File: config.mk
export PLATFORM = sky130hd
export DESIGN_NAME = fila_leitor
export DESIGN_NICKNAME = d
export VERILOG_FILES = /design/src/rtl/fila_pkg.sv /design/src/rtl/fila_leitor.sv
export SDC_FILE = /design/constraint.sdc
export NUM_CORES = 1
export LEC_CHECK = 0
export ABC_AREA = 1
export CORE_MARGIN = 3
export CORE_UTILIZATION = 43
export CTS_BUF_LIST = sky130_fd_sc_hd__clkbuf_2
export DETAILED_ROUTE_END_ITERATION = 12
export PLACE_DENSITY = 0.87
export SETUP_SLACK_MARGIN = 0.05
export SKIP_CTS_REPAIR_TIMING = 1
export SYNTH_ARGS = -nofsm -noshare
export SYNTH_HDL_FRONTEND = slang
export SYNTH_SLANG_ARGS = --single-unit
export TNS_END_PERCENT = 50
File: constraint.sdc
create_clock -name clk_10KHz -period 3.13 [get_ports clk_10KHz]
set_clock_uncertainty 0.1 [all_clocks]
set_input_delay 0.626 -clock clk_10KHz [delete_from_list [all_inputs] [get_ports clk_10KHz]]
set_output_delay 0.626 -clock clk_10KHz [all_outputs]
set_load 0.02 [all_outputs]
File: src/rtl/fila_pkg.sv
// Shared types and default widths for the fila queue and its reader.
// Widths here must match the fila instance the reader is attached to.
package fila_pkg;

  localparam int FILA_DATA_W = 8;
  localparam int FILA_LEN_W  = 8;

  typedef logic [FILA_DATA_W-1:0] fila_word_t;

  typedef enum logic [1:0] {
    IDLE   = 2'd0,
    SETTLE = 2'd1,
    HOLD   = 2'd2
  } leitor_state_t;

endpackage

File: src/rtl/fila_leitor.sv
// Reader for fila: pops one word per downstream transfer and presents it on a valid/ready port.
// Latency: valid_out rises one edge after a non-zero len_in is seen in IDLE; one word per SETTLE_CYCLES+1 cycles.
// Backpressure: ready_in low holds the word and blocks further pops. FILA_LEITOR_STATS_EN enables count_out.
module fila_leitor
  import fila_pkg::*;
#(
  parameter int DATA_W        = FILA_DATA_W,
  parameter int LEN_W         = FILA_LEN_W,
  parameter int SETTLE_CYCLES = 1
) (
  input  logic              clk_10KHz,
  input  logic              reset,
  input  logic [LEN_W-1:0]  len_in,
  input  logic [DATA_W-1:0] data_in,
  output logic              dequeue_out,
  output logic [DATA_W-1:0] data_out,
  output logic              valid_out,
  input  logic              ready_in,
  output logic [LEN_W-1:0]  count_out
);

  localparam int CNT_W = (SETTLE_CYCLES < 2) ? 1 : $clog2(SETTLE_CYCLES + 1);

  leitor_state_t     state, state_nxt;
  logic [CNT_W-1:0]  cnt, cnt_nxt;
  logic              deq_nxt;
  logic [DATA_W-1:0] data_nxt;
  logic              vld_nxt;
  logic              xfer;

  assign xfer = valid_out && ready_in;

  always_ff @(posedge clk_10KHz or negedge reset) begin
    if (!reset) begin
      state       <= IDLE;
      cnt         <= '0;
      dequeue_out <= 1'b0;
      data_out    <= '0;
      valid_out   <= 1'b0;
    end else begin
      state       <= state_nxt;
      cnt         <= cnt_nxt;
      dequeue_out <= deq_nxt;
      data_out    <= data_nxt;
      valid_out   <= vld_nxt;
    end
  end

  always_comb begin
    state_nxt = state;
    cnt_nxt   = cnt;
    deq_nxt   = 1'b0;
    data_nxt  = data_out;
    vld_nxt   = valid_out && !ready_in;
    case (state)
      IDLE: begin
        if (len_in != '0) begin
          data_nxt  = data_in;
          deq_nxt   = 1'b1;
          vld_nxt   = 1'b1;
          cnt_nxt   = CNT_W'(SETTLE_CYCLES);
          state_nxt = SETTLE;
        end
      end
      SETTLE: begin
        // len_in is stale until fila has applied the pop, so it is not looked at here.
        cnt_nxt = cnt - CNT_W'(1);
        if (cnt == CNT_W'(1)) begin
          state_nxt = vld_nxt ? HOLD : IDLE;
        end
      end
      HOLD: begin
        if (xfer) begin
          state_nxt = IDLE;
        end
      end
      default: begin
        state_nxt = IDLE;
        vld_nxt   = 1'b0;
      end
    endcase
  end

`ifdef FILA_LEITOR_STATS_EN
  logic [LEN_W-1:0] count_q;

  always_ff @(posedge clk_10KHz or negedge reset) begin
    if (!reset) begin
      count_q <= '0;
    end else if (xfer) begin
      count_q <= count_q + LEN_W'(1);
    end
  end

  assign count_out = count_q;
`else
  assign count_out = '0;
`endif

endmodule

# Word-level counts from Yosys, hierarchy flattened
# Cells that the tools add are included.
# Widths: inputs -> output; s select.
# word_totals
ff_bits	13
input_bits	19
output_inout_bits	18
word_cells	32
# classes
addsub	1
eq_ne	5
mux	11
reduce_logical	10
# op_table
op	n
$mux 2	4
$reduce_bool 8->1	1
$ne 2x2->1 const B	3
$pmux 2 s3	1
$mux 1	4
$pmux 1 s2	2
$reduce_and 2->1	2
$reduce_and 3->1	1
$eq 2x1->1 const B	1
$eq 2x2->1 const B	1
$logic_and 1x1->1	2
$logic_not 2->1	1
$reduce_bool 2->1	1
$reduce_or 2->1	1
$logic_not 1->1	1
$sub 1x1->1 const B	1

# Longest topological paths before layout
# Gate-level depths: netlist (run 1).
# logic_depth
word_depth	5
mapped_depth	8
mapped_depth_nobuf	8

# Worst setup path before layout (run 1)
# Ideal clock, no wire load.
# synth_timing
kind	input to register
from	input port len_in[0]
to	register valid_out
setup_ns	0.121
arrival_ns	1.179
required_time_ns	2.909
path_slack_ns	1.730
path_stages	5
cell_sequence	nor2_1 nand2_1 o21ai_2 buf_6 a21oi_1
# synth_between
elab_chain_len	3
# synth_rtl
item	line_no	rtl
from (decl)	fila_leitor.sv:13	input logic [LEN_W-1:0] len_in,
$reduce_bool 8->1	fila_leitor.sv:57	if (len_in != '0) begin
$mux 1	fila_leitor.sv:57	
$pmux 1 s2	fila_leitor.sv:55	case (state)
named net vld_nxt	fila_leitor.sv:28	logic vld_nxt;
to (signal assigned)	fila_leitor.sv:45	valid_out <= vld_nxt;
to (decl)	fila_leitor.sv:17	output logic valid_out,
# The timed path passes the listed nets, and every way through them passes these cells.
# A chain may end at the register's enable or synchronous reset.

# Final worst setup path (run 1)
# layout_timing
from	register valid_out
to	output port valid_out
# No word-level cell between the ends.

==> out/results.tsv, run 1 <==
metric	value	unit
DRC	0	
Clock Tree Root	clkbuf_2	
post-synthesis sequential area ratio	46.9	%
initial antenna violation count	0	
PwrDens	938	mW/mm^2
critical path endpoint category	primary output	
vias in the first global route	530	
fmax	498	MHz
GRT Util Overall	14.3	%
synthesis warning total	0	
wire per inst	11.2	um
layout cells sized above 1	6.90	%
Seq pwr share	34.2	%
path depth of the worst reg2reg path	6	
post-layout net count	140	
Fin Setup TNS	0	ns
drt first-iter violations	9	
Distinct cells, synth	16	
via/cell ratio	4.47	
clock power share	9.1	%
reg-to-reg endpoint	data_out[6]$_DFFE_PN0P_	
area leader, netlist	dfrtp_1	
Arrival @ worst endpoint	1.28	ns
measured slew at the worst slew-check pin	0.561	ns
IO Port Bufs	28	
FF/Latch Area	325	sq um
post-place setup slack	0.867	ns
synth-to-layout area growth	39.5	%
Die ar.	0.00213	sq mm
Finished Core Util	69.1	%
hold path endpoint	data_out[0]$_DFFE_PN0P_	
Setup Viol. Count Final	0	
CTS buffer count	3	
Fillers	117	
syn_area_per_cell	8.06	sq um
CP max FO	3	
GPL Wtd Cong	0.724	
final instance area	967	sq um
Int Power	506	uW
I/O pin total	37	
CP startpoint kind	flop	
CP top delay family	buffers and inverters	
total wire length	1470	um
sw frac	44.3	%
final setup margin	1.12	ns
RSZ-0062 raised after global routing	false	
worst ir drop on vdd	0.567	mV
post-route ant nets	0	
dpl hpwl	1200	um
clk slew on worst S/H paths	0.11	ns
status	completed	
area of the multi-input gates	300	sq um
CTS tree	built	
post-layout min period	2.01	ns
Hold Vio Cnt, Final	0	
top cells by area, synth	dfrtp_1 47%, nand2_1 22%, buf_4 8.7%	
Cell Area, Placed	947	sq um
grt ovf	0	
Post-Synthesis Cell Area	693	sq um
HP Class	flop to flop	
Critical-path top delay cell	clkdlybuf4s50_1	
H-tree levels	1	
combinational power share	56.7	%
core area	0.00140	sq mm
MaxCap Viol Count	0	
Pre-antenna DRT Iters	4	
first-pass GRT wire length	2190	um
WP data required	2.40	ns
clk_lat worst skew	0.26	ns
Worst path max stage delay	0.62	ns
Synth Register Bits	13	
WP buf/inv	1	
Pleak	0.000497	uW
number of core rows	13	
total power	907	uW
category of the most critical setup path	flop to primary output	
sw power	402	uW
Initial Util	49.6	%
Die H	46.2	um
max-slew violations	0	
number of cells on the critical path	1	
largest net degree at the start of global routing	14	
share of the synthesized area in the top cell type	46.9	%
hold wc startpoint	data_out[0]$_DFFE_PN0P_	
TritonCTS sink count	13	
Vias	586	
R2R Setup Slk	1.59	ns
critical-path cell list	clkdlybuf4s50_1	
ant diodes	0	
Final period util	64.2	%
Die X-Extent	46.2	um
Slew HR	62.5	%
Syn Inst Count	86	
reg2reg start	state[0]$_DFFE_PN0P_	
Hold Path Cell Cnt	2	
Max clock buf depth	2	
layout make-up:
type,count,area share (%)
Clock buffer,4,2.07
Inverter,6,2.33
Multi-Input combinational cell,65,31.0
Sequential cell,13,33.6
Tap cell,15,1.94
Timing Repair Buffer,28,29.0
how the worst max path moves through the flow:
stage | start | to
floorplan | len_in[0] | valid_out$_DFF_PN0_
global placement | len_in[5] | state[0]$_DFFE_PN0P_
detailed placement | len_in[5] | data_out[6]$_DFFE_PN0P_
CTS | valid_out$_DFF_PN0_ | valid_out
global route | valid_out$_DFF_PN0_ | valid_out
finish | valid_out$_DFF_PN0_ | valid_out
cells in the final DEF (no fill, tap or decap), drive strengths merged:
cell type	netlist	routed
ha	4	4
o21ai	2	2
nand3	2	2
dfrtp	13	13
or2	1	1
a21oi	1	1
nand2	40	40
nor2	6	6
inv	6	6
conb	1	8
o21bai	1	1
clkdlybuf4s50	0	28
clkbuf	0	4
metrics by stage:
step                hold slack [ns]  std cells
finish                        0.391        131
global route                  0.425        131
CTS                           0.394        131
detailed placement            0.364        127
global placement              0.365        127
floorplan                     0.230         93
Yosys cell counts:
master    number
a21oi_1        1
buf_4          8
buf_6          1
conb_1         1
dfrtp_1       13
ha_1           4
inv_1          5
inv_2          1
nand2_1       40
nand3_1        1
nand3_2        1
nor2_1         6
o21ai_0        1
o21ai_2        1
o21bai_1       1
or2_2          1
power groups by stage:
stage                     clock [uW]  combinational (uW)  sequential, uW
after CTS                       87.5                 516             308
after global placement             0                 494             308
after floorplan                    0                 249             384
after detailed placement           0                 515             311
after global routing            95.7                 561             316
final                           82.8                 514             310
worst register-to-register path, cell delays in order (launching register included):
cell and delay, ns:
dfrtp_1 0.43, inv_1 0.09, ha_1 0.25, o21ai_2 0.23, inv_2 0.19, nand2_1 0.11
nand2_1 0.05
registers in the layout, summed over array words and instances, names as in the netlist:
signal and flops:
dequeue_out 1, state 2, cnt 1, valid_out 1
data_out 8
cells by family (layout without fill, tap and decap cells):
group / after synthesis / after routing / synth area share (%)
buffers and inverters: 15 / 38 / 13.5
flip-flops: 13 / 13 / 46.9
other: 1 / 8 / 0.541
adder cells (fa/ha/maj): 4 / 4 / 7.22
AO/OA/AOI/OAI: 4 / 4 / 3.79
AND/OR/NAND/NOR: 49 / 49 / 28.0
per-layer routing:
layer  vias to the layer above  track usage, %  share of wire (%)
li1                        301               -                  -
met4                         0            1.70                  0
met5                         -               0                  0
met3                         0            5.86                7.2
met2                        22            23.4                 53
met1                       263            18.1                 40
(Power assumes the default switching activity.)
==> run 2, diff against run 1 <==
- CORE_UTILIZATION: 43 -> 39
- PLACE_DENSITY: 0.87 -> 0.8
- clock period: 3.13 -> 2.1 ns (I/O delays scaled with it)
==> run 2 against run 1 <==
Net effect: sequential cell count is the same; sequential power grew 49%; final area grew 1.9%; sequential share of layout area shrank 0.64 points; highest routed layer is now met4.
==> out/results.tsv, run 2 (synthesis gave the netlist of run 1 again) <==
metric	value	unit	change
grt ovf	0		unchanged
reg2reg start	state[0]$_DFFE_PN0P_		
Max clock buf depth	2		unchanged
Arrival @ worst endpoint	1.26	ns	-0.02 ns
sw power	595	uW	+48%
Clock Tree Root	clkbuf_2		
final setup margin	0.320	ns	-0.800 ns
sw frac	43.6	%	-0.64 points
ant diodes	0		unchanged
HP Class	flop to flop		
TritonCTS sink count	13		unchanged
CP startpoint kind	flop		
CTS buffer count	3		unchanged
fmax	562	MHz	
CTS tree	built		
total wire length	1460	um	-0.27%
Vias	599		+2.2%
Finished Core Util	61.9	%	-7.3 points
WP data required	1.58	ns	-0.82 ns
Int Power	768	uW	+52%
Fin Setup TNS	0	ns	unchanged
critical path launch point	data_out[3]$_DFFE_PN0P_		
clk_lat worst skew	0.26	ns	about the same
IO Port Bufs	28		unchanged
max-slew violations	0		unchanged
critical-path cell list	clkdlybuf4s50_1		
layout cells sized above 1	7.69	%	+0.80 points
Final period util	84.8	%	
largest registers	data_out x8, state x2		
clk slew on worst S/H paths	0.12	ns	about the same
status	completed		
post-route ant nets	0		unchanged
commonest non-fill, non-tap cell in the layout	nand2_1		
clock power share	9.2	%	about the same
Critical-path top delay cell	clkdlybuf4s50_1		
category of the most critical setup path	flop to primary output		
PwrDens	1380	mW/mm^2	+47%
post-place setup slack	0.366	ns	-0.501 ns
I/O pin total	37		unchanged
CP max FO	2		-1
max FFs per register	8		unchanged
wire per inst	10.4	um	-7.3%
dpl hpwl	1210	um	+0.52%
hold wc startpoint	data_out[6]$_DFFE_PN0P_		
H-tree levels	1		unchanged
Die H	48.2	um	+4.4%
Slew HR	61.6	%	-0.88 points
largest net degree at the start of global routing	14		unchanged
GPL Wtd Cong	0.863		+19%
combinational power share	56.8	%	about the same
DRC	0		unchanged
Seq pwr share	34.0	%	-0.2 points
Pre-antenna DRT Iters	4		unchanged
commonest non-fill, non-tap cells in the layout	40 x nand2_1, 28 x clkdlybuf4s50_1, 13 x dfrtp_1, 8 x conb_1, 6 x nor2_1		
initial antenna violation count	0		unchanged
Die ar.	0.00232	sq mm	+8.9%
synth-to-layout area growth	42.2	%	
drt first-iter violations	7		-2
Pleak	0.000502	uW	+0.97%
number of core rows	14		+1
measured slew at the worst slew-check pin	0.574	ns	+0.0132 ns
WP buf/inv	1		unchanged
via/cell ratio	4.25		-5.0%
vias in the first global route	615		+16%
CP top delay family	buffers and inverters		
Cell Area, Placed	966	sq um	+2.0%
Die X-Extent	48.2	um	+4.4%
RSZ-0062 raised after global routing	false		
MaxCap Viol Count	0		unchanged
final instance area	986	sq um	+1.9%
critical path endpoint category	primary output		
GRT Util Overall	14.5	%	+0.19 points
Worst path max stage delay	0.61	ns	about the same
Setup Viol. Count Final	0		unchanged
worst ir drop on vdd	0.977	mV	+72%
Initial Util	43.5	%	-6.1 points
post-layout min period	1.78	ns	
first-pass GRT wire length	2330	um	+6.6%
Top reg by flops	data_out		
post-layout net count	141		+0.71%
core area	0.00159	sq mm	+14%
Hold Vio Cnt, Final	0		unchanged
## run 2: cell types whose count changed in the layout (fill, tap and decap cells not counted), sizes merged
cell  before  now
buf        0    1
## run 2: cell type report
class,count,area [sq um]
Clock buffer,4,20.0
Timing Repair Buffer,29,288
Fill cell,146,608
Inverter,6,22.5
Tap cell,24,30.0
Multi-Input combinational cell,65,300
Sequential cell,13,325
## run 2: metal layers
layer	track usage (%)	wire length, um	vias to the layer above
met3	3.32	115	2
met1	16.0	624	266
li1	-	-	305
met5	0	0	-
met4	8.06	8	0
met2	25.3	712	26
## run 2: final timing paths
path                                           end  slack [ns]  cells past startpoint
setup / recovery                       data_out[3]        0.32                      1
hold / removal             data_out[6]$_DFFE_PN0P_        0.40                      2
setup reg to reg                   cnt$_DFFE_PN0P_        0.70                      6
hold reg to reg            data_out[6]$_DFFE_PN0P_        0.40                      2
max in group asynchronous          cnt$_DFFE_PN0P_        1.12                      1
min in group asynchronous  data_out[1]$_DFFE_PN0P_        0.41                      1
## run 2: per-stage QoR
stage	hold WS (ns)	std cells	total power [uW]
after global routing	0.423	141	1480
after global placement	0.378	137	1220
after CTS	0.404	141	1380
final	0.401	141	1360
after detailed placement	0.370	137	1250
after floorplan	0.0244	93	944
## run 2: power groups by stage
stage	clock network, uW	logic, uW	registers, uW
2_1_floorplan	0	372	572
3_3_place_gp	0	755	464
3_5_place_dp	0	783	464
4_1_cts	130	784	463
5_1_grt	139	862	477
6_report	125	775	463
## run 2: worst min-delay path: stages (launching register included)
cell and delay, ns:
dfrtp_1 0.37, nand2_1 0.06, nand2_1 0.05
